<file path="src/rtl/fetch_pkg.sv">
`default_nettype none
// ============================================================================
// Module      : fetch_pkg
// Description : Shared types and constants for the instruction fetch stage.
// Revision    : 1.0 - initial release
// ============================================================================
package fetch_pkg;

  localparam int XLEN = 32;

  localparam logic [XLEN-1:0] NOP_INST         = 32'h0000_0013;
  localparam logic [XLEN-1:0] RESET_PC_DEFAULT = 32'h0000_0000;

  typedef enum logic [1:0] {
    S_START = 2'd0,
    S_FETCH = 2'd1,
    S_DROP  = 2'd2,
    S_WAIT  = 2'd3
  } fetch_state_t;

  function automatic logic [XLEN-1:0] pc_plus4(input logic [XLEN-1:0] pc);
    return pc + 32'd4;
  endfunction

  function automatic logic [XLEN-1:0] align_word(input logic [XLEN-1:0] addr);
    return addr & ~32'h0000_0003;
  endfunction

endpackage
`default_nettype wire

</file>
<file path="src/rtl/if_id_reg.sv">
`default_nettype none
// ============================================================================
// Module      : if_id_reg
// Description : IF/ID pipeline register with flush, load, bubble and hold.
// Revision    : 1.0 - initial release
// ============================================================================
module if_id_reg
  import fetch_pkg::*;
#(
  parameter logic [XLEN-1:0] INIT_PC     = RESET_PC_DEFAULT,
  parameter logic [XLEN-1:0] BUBBLE_INST = 32'h0000_0013
) (
  input  logic            clk,
  input  logic            rst_n,
  input  logic            flush,
  input  logic            load,
  input  logic            bubble,
  input  logic [XLEN-1:0] in_inst,
  input  logic [XLEN-1:0] in_pc,
  output logic [XLEN-1:0] inst,
  output logic [XLEN-1:0] pc,
  output logic            valid
);

  // Priority: flush beats load beats bubble; otherwise contents are held.
  always_ff @(posedge clk) begin
    if (!rst_n) begin
      inst  <= BUBBLE_INST;
      pc    <= INIT_PC;
      valid <= 1'b0;
    end else if (flush) begin
      inst  <= BUBBLE_INST;
      valid <= 1'b0;
    end else if (load) begin
      inst  <= in_inst;
      pc    <= in_pc;
      valid <= 1'b1;
    end else if (bubble) begin
      inst  <= BUBBLE_INST;
      valid <= 1'b0;
    end
  end

endmodule
`default_nettype wire

</file>
<file path="src/rtl/fetch_stage.sv">
`default_nettype none
// ============================================================================
// Module      : fetch_stage
// Description : Instruction fetch FSM with PC, skid buffer and IF/ID register.
// Revision    : 1.0 - initial release
// ============================================================================
module fetch_stage #(
  parameter logic [fetch_pkg::XLEN-1:0] RESET_PC = fetch_pkg::RESET_PC_DEFAULT,
  parameter logic [fetch_pkg::XLEN-1:0] NOP_INST = fetch_pkg::NOP_INST
) (
  input  logic                      clk,
  input  logic                      rst_n,
  input  logic                      stall_i,
  input  logic                      redirect_i,
  input  logic [fetch_pkg::XLEN-1:0] redirect_pc_i,
  output logic                      imem_req_o,
  output logic [fetch_pkg::XLEN-1:0] imem_addr_o,
  input  logic                      imem_rvalid_i,
  input  logic [fetch_pkg::XLEN-1:0] imem_rdata_i,
  output logic [fetch_pkg::XLEN-1:0] inst_code_o,
  output logic [fetch_pkg::XLEN-1:0] pc_o,
  output logic                      valid_o
);

  import fetch_pkg::*;

  fetch_state_t    state;
  logic [XLEN-1:0] fetch_pc;
  logic [XLEN-1:0] skid_inst;
  logic [XLEN-1:0] skid_pc;
  logic [XLEN-1:0] target;
  logic [XLEN-1:0] ifid_inst;
  logic [XLEN-1:0] ifid_pc;
  logic            req_seen;
  logic            resp;
  logic            ld;
  logic            ifid_load;

  assign target = align_word(redirect_pc_i);
  // A response only counts once the request has been visible for a full
  // cycle; this also masks responses left over from before a reset.
  assign resp   = imem_rvalid_i && imem_req_o && req_seen;
  assign ld     = !valid_o || !stall_i;

  assign ifid_load = !redirect_i &&
                     (((state == S_FETCH) && resp && ld) ||
                      ((state == S_WAIT) && !stall_i));
  assign ifid_inst = (state == S_WAIT) ? skid_inst : imem_rdata_i;
  assign ifid_pc   = (state == S_WAIT) ? skid_pc   : fetch_pc;

  always_ff @(posedge clk) begin
    if (!rst_n) begin
      state       <= S_START;
      fetch_pc    <= RESET_PC;
      imem_req_o  <= 1'b0;
      imem_addr_o <= RESET_PC;
      skid_inst   <= NOP_INST;
      skid_pc     <= RESET_PC;
      req_seen    <= 1'b0;
    end else begin
      req_seen <= imem_req_o;
      if (redirect_i) begin
        fetch_pc <= target;
        if (((state == S_FETCH) || (state == S_DROP)) && !resp) begin
          // Outstanding request keeps its stale address until it retires.
          state <= S_DROP;
        end else begin
          state       <= S_FETCH;
          imem_req_o  <= 1'b1;
          imem_addr_o <= target;
        end
      end else begin
        case (state)
          S_START: begin
            state       <= S_FETCH;
            imem_req_o  <= 1'b1;
            imem_addr_o <= fetch_pc;
          end
          S_FETCH: begin
            if (resp) begin
              fetch_pc    <= pc_plus4(fetch_pc);
              imem_addr_o <= pc_plus4(fetch_pc);
              if (!ld) begin
                skid_inst  <= imem_rdata_i;
                skid_pc    <= fetch_pc;
                state      <= S_WAIT;
                imem_req_o <= 1'b0;
              end
            end
          end
          S_DROP: begin
            if (resp) begin
              state       <= S_FETCH;
              imem_addr_o <= fetch_pc;
            end
          end
          S_WAIT: begin
            if (!stall_i) begin
              state       <= S_FETCH;
              imem_req_o  <= 1'b1;
              imem_addr_o <= fetch_pc;
            end
          end
          default: begin
            state      <= S_START;
            imem_req_o <= 1'b0;
          end
        endcase
      end
    end
  end

  if_id_reg #(
    .INIT_PC     (RESET_PC),
    .BUBBLE_INST (NOP_INST)
  ) u_if_id (
    .clk     (clk),
    .rst_n   (rst_n),
    .flush   (redirect_i),
    .load    (ifid_load),
    .bubble  (ld),
    .in_inst (ifid_inst),
    .in_pc   (ifid_pc),
    .inst    (inst_code_o),
    .pc      (pc_o),
    .valid   (valid_o)
  );

endmodule
`default_nettype wire

</file>
<file path="config.mk">
export PLATFORM = sky130hd
export DESIGN_NAME = fetch_stage
export DESIGN_NICKNAME = d
export VERILOG_FILES = /design/src/rtl/fetch_pkg.sv /design/src/rtl/if_id_reg.sv /design/src/rtl/fetch_stage.sv
export SDC_FILE = /design/constraint.sdc
export NUM_CORES = 1
export LEC_CHECK = 0
export ABC_CLOCK_PERIOD_IN_PS = 4480
export BUFFER_PORTS_ARGS = -buffer_cell sky130_fd_sc_hd__buf_4
export CELL_PAD_IN_SITES_DETAIL_PLACEMENT = 0
export CELL_PAD_IN_SITES_GLOBAL_PLACEMENT = 1
export CORE_ASPECT_RATIO = 0.8
export CORE_MARGIN = 2
export CORE_UTILIZATION = 45
export CTS_CLUSTER_SIZE = 16
export DETAILED_ROUTE_END_ITERATION = 6
export PLACE_DENSITY_LB_ADDON = 0.1
export SYNTH_ARGS = -nofsm -noshare
export SYNTH_HDL_FRONTEND = slang
export SYNTH_SLANG_ARGS = --single-unit
</file>
<file path="constraint.sdc">
create_clock -name clk -period 4.48 [get_ports clk]
set_clock_uncertainty 0.15 [all_clocks]
set_input_delay 1.344 -clock clk [delete_from_list [all_inputs] [get_ports clk]]
set_output_delay 1.344 -clock clk [all_outputs]
set_load 0.02 [all_outputs]
</file>
==> impl_metrics.toml <==
[global_routing]
grt_first_pass_wirelength_mm = 38.3
grt_max_degree = 63
antenna_found_initial = 0
grt_util_all_layers_pct = 23.1
grt_overflow = 0
grt_pass1_vias = 7150

[placement]
gp_routability_congestion = 0.850
port_buffers = 160
dpl-instance-area_mm2 = 0.0102
place_hpwl_mm = 16.2

[critical_path]
crit_path_start_kind = "input pin"
worstSetupEndpointType = "register"
crit_required_ns = 4.68
cp_data_arrival_time_ns = 3.18
critical_path_class = "in -> reg"
path_max_fanout = 7

[final_layout]
nets = 1233
layout-area-overhead-vs-synth_pct = 21.4
drive_gt1_share_pct = 20.1
antennaDiodeCount = 0
fill_cells = 1868
multi_input_area_mm2 = 0.00470
fin_area_mm2 = 0.0108
seqCellArea_mm2 = 0.00378

[floorplanning]
die_h_um = 130
ios = 167
num_rows = 46
fp.coreArea_mm2 = 0.0196
die_w_um = 161
start_util_pct = 45.4
dieArea_mm2 = 0.0210

[synth]
synth_area_leader_cell = "dfxtp_1"
netlist_instances = 1066
synth_top_area_share_pct = 42.4
ys_warn_count = 0
synth_compound_area_share_pct = 21.0
ys_seq_elements = 189
synth-simple-area-share_pct = 20.0
synth.distinct_cells = 63
synth_mux_area_share_pct = 6.81
synthFlopType = "dfxtp_1"
synthArstFlopShare_pct = 0
synthTopCellsByCount = "232 x nand2_1, 189 x dfxtp_1, 79 x clkbuf_1"
synthAdderAreaFrac_pct = 0.702
syn_area_mm2 = 0.00892
synth_edf_count = 0
yosysSeqAreaShare_pct = 42.4
synth_top_family_by_area = "compound AO/OA/AOI/OAI gates"
yosys.cell_count.top_type = "nand2_1"
synth-xor-area-share_pct = 3.63
synth.avg_cell_area_um2 = 8.37
synth_area_leaders = "dfxtp_1 42%, nand2_1 9.8%, mux2i_1 6.2%"

[clock_network]
cts_tree = "yes"
post_cts_resized = 0
clock_path_buffers = 2
numCtsBuffers = 17
clkLatencyLatePin_ns = 0.43
cts.clk_slew.worst_paths_ns = 0.08
h-tree-depth = 4
cts_setup_buffers = 0
cts-root-buf = "clkbuf_16"
hold_buffers = 0
cts_sinks = 189

[power]
ir_drop_mv = 0.216
power_uw = 4330
power.density_mw_per_mm2 = 400
p_leak_uw = 0.00424

[sta]
worst_slew_margin_rel_pct = 34.0
drv_slew = 0
hold_ws_ns = 0.306
finalSetupViolCount = 0
worstMarginPinSlew_ns = 0.988
rsz0062_at_grt = "no"
finalCritPeriodShare_pct = 66.5
final.setup.tns_ns = 0
max_freq_mhz = 335
min_period_ns = 2.98
hold_violations = 0

[job]
cap_violations = 0

[route]
wl_per_cell_um = 16.9
via_per_inst = 5.44
wl_mm = 24.3
drc_errors = 0
vias = 7809
drt_iter0_markers = 550
drtAntennaViolNets = 0
first_pass_iters = 5

[outcome]
status = "completed"

[min_path]
hold_class = "reg -> reg"
worst max-delay path, cell delays in order:
cell and delay (ns):
buf_4 0.10, and4_1 0.46, nand2_1 0.33, nor3_1 0.40, mux2_2 0.38, a211oi_1 0.16
path summary, 6_finish.rpt:
check,start,end,slack (ns),cells past startpoint
worst max-delay path,imem_rvalid_i,fetch_pc[31],1.50,6
worst min-delay path,u_if_id.inst[27],u_if_id.inst[27],0.31,2
worst max register to register,fetch_pc[2],imem_addr_o[26],1.58,6
worst min register to register,u_if_id.inst[27],u_if_id.inst[27],0.31,2
metrics by stage:
stage,setup slack [ns],std cells,utilization [%]
after floorplan,1.43,1069,-
after global placement,1.07,1404,52.0
after detailed placement,1.09,1404,52.0
after CTS,1.53,1436,55.2
after global routing,1.34,1436,55.2
final,1.50,1436,55.2
layer usage:
metal | share of wire [%] | up-vias | GRT usage [%]
met2 | 45 | 198 | 36.4
met5 | 0 | - | 0
met3 | 5.5 | 15 | 4.26
met4 | 0.82 | 0 | 5.72
li1 | - | 3904 | -
met1 | 49 | 3692 | 33.0
area by class of cell:
class	count	share of cell area, %
Multi-Input combinational cell	763	43.4
Inverter	9	0.312
Clock buffer	17	3.93
Timing Repair Buffer	179	12.5
Clock inverter	15	1.80
Tap cell	264	3.05
Sequential cell	189	35.0
kinds of logic after synthesis:
group,Yosys count
AND/OR/NAND/NOR,386
AO/OA/AOI/OAI,271
flip-flops,189
buffers and inverters,117
multiplexers,60
XOR/XNOR,37
adder cells (fa/ha/maj),5
other,1
cell usage in the layout (no fill, tap or decap), drive strengths merged, types with 18 or more instances in the layout:
master | netlist | final
buf | 27 | 179
o21ai | 72 | 72
a21oi | 42 | 42
a21boi | 65 | 65
nand3 | 35 | 35
nand2 | 232 | 232
nor2 | 25 | 25
xnor2 | 25 | 25
dfxtp | 189 | 189
inv | 9 | 18
mux2i | 55 | 55
o211a | 30 | 30
power by group:
| group | total (uW) | internal [uW] | switching, uW |
|---|---|---|---|
| clock | 1600 | 856 | 748 |
| sequential | 1890 | 1790 | 108 |
| combinational | 834 | 357 | 477 |
| total | 4330 | 3000 | 1330 |
registers in the layout, indices dropped and copies added, names as in the netlist:
| register | flops |
|---|---|
| u_if_id.inst | 32 |
| req_seen | 1 |
| imem_addr_o | 30 |
| u_if_id.valid | 1 |
| imem_req_o | 1 |
| u_if_id.pc | 30 |
| skid_inst | 32 |
| skid_pc | 30 |
| fetch_pc | 30 |
| state | 2 |
Power figures use the tool's default switching activity.
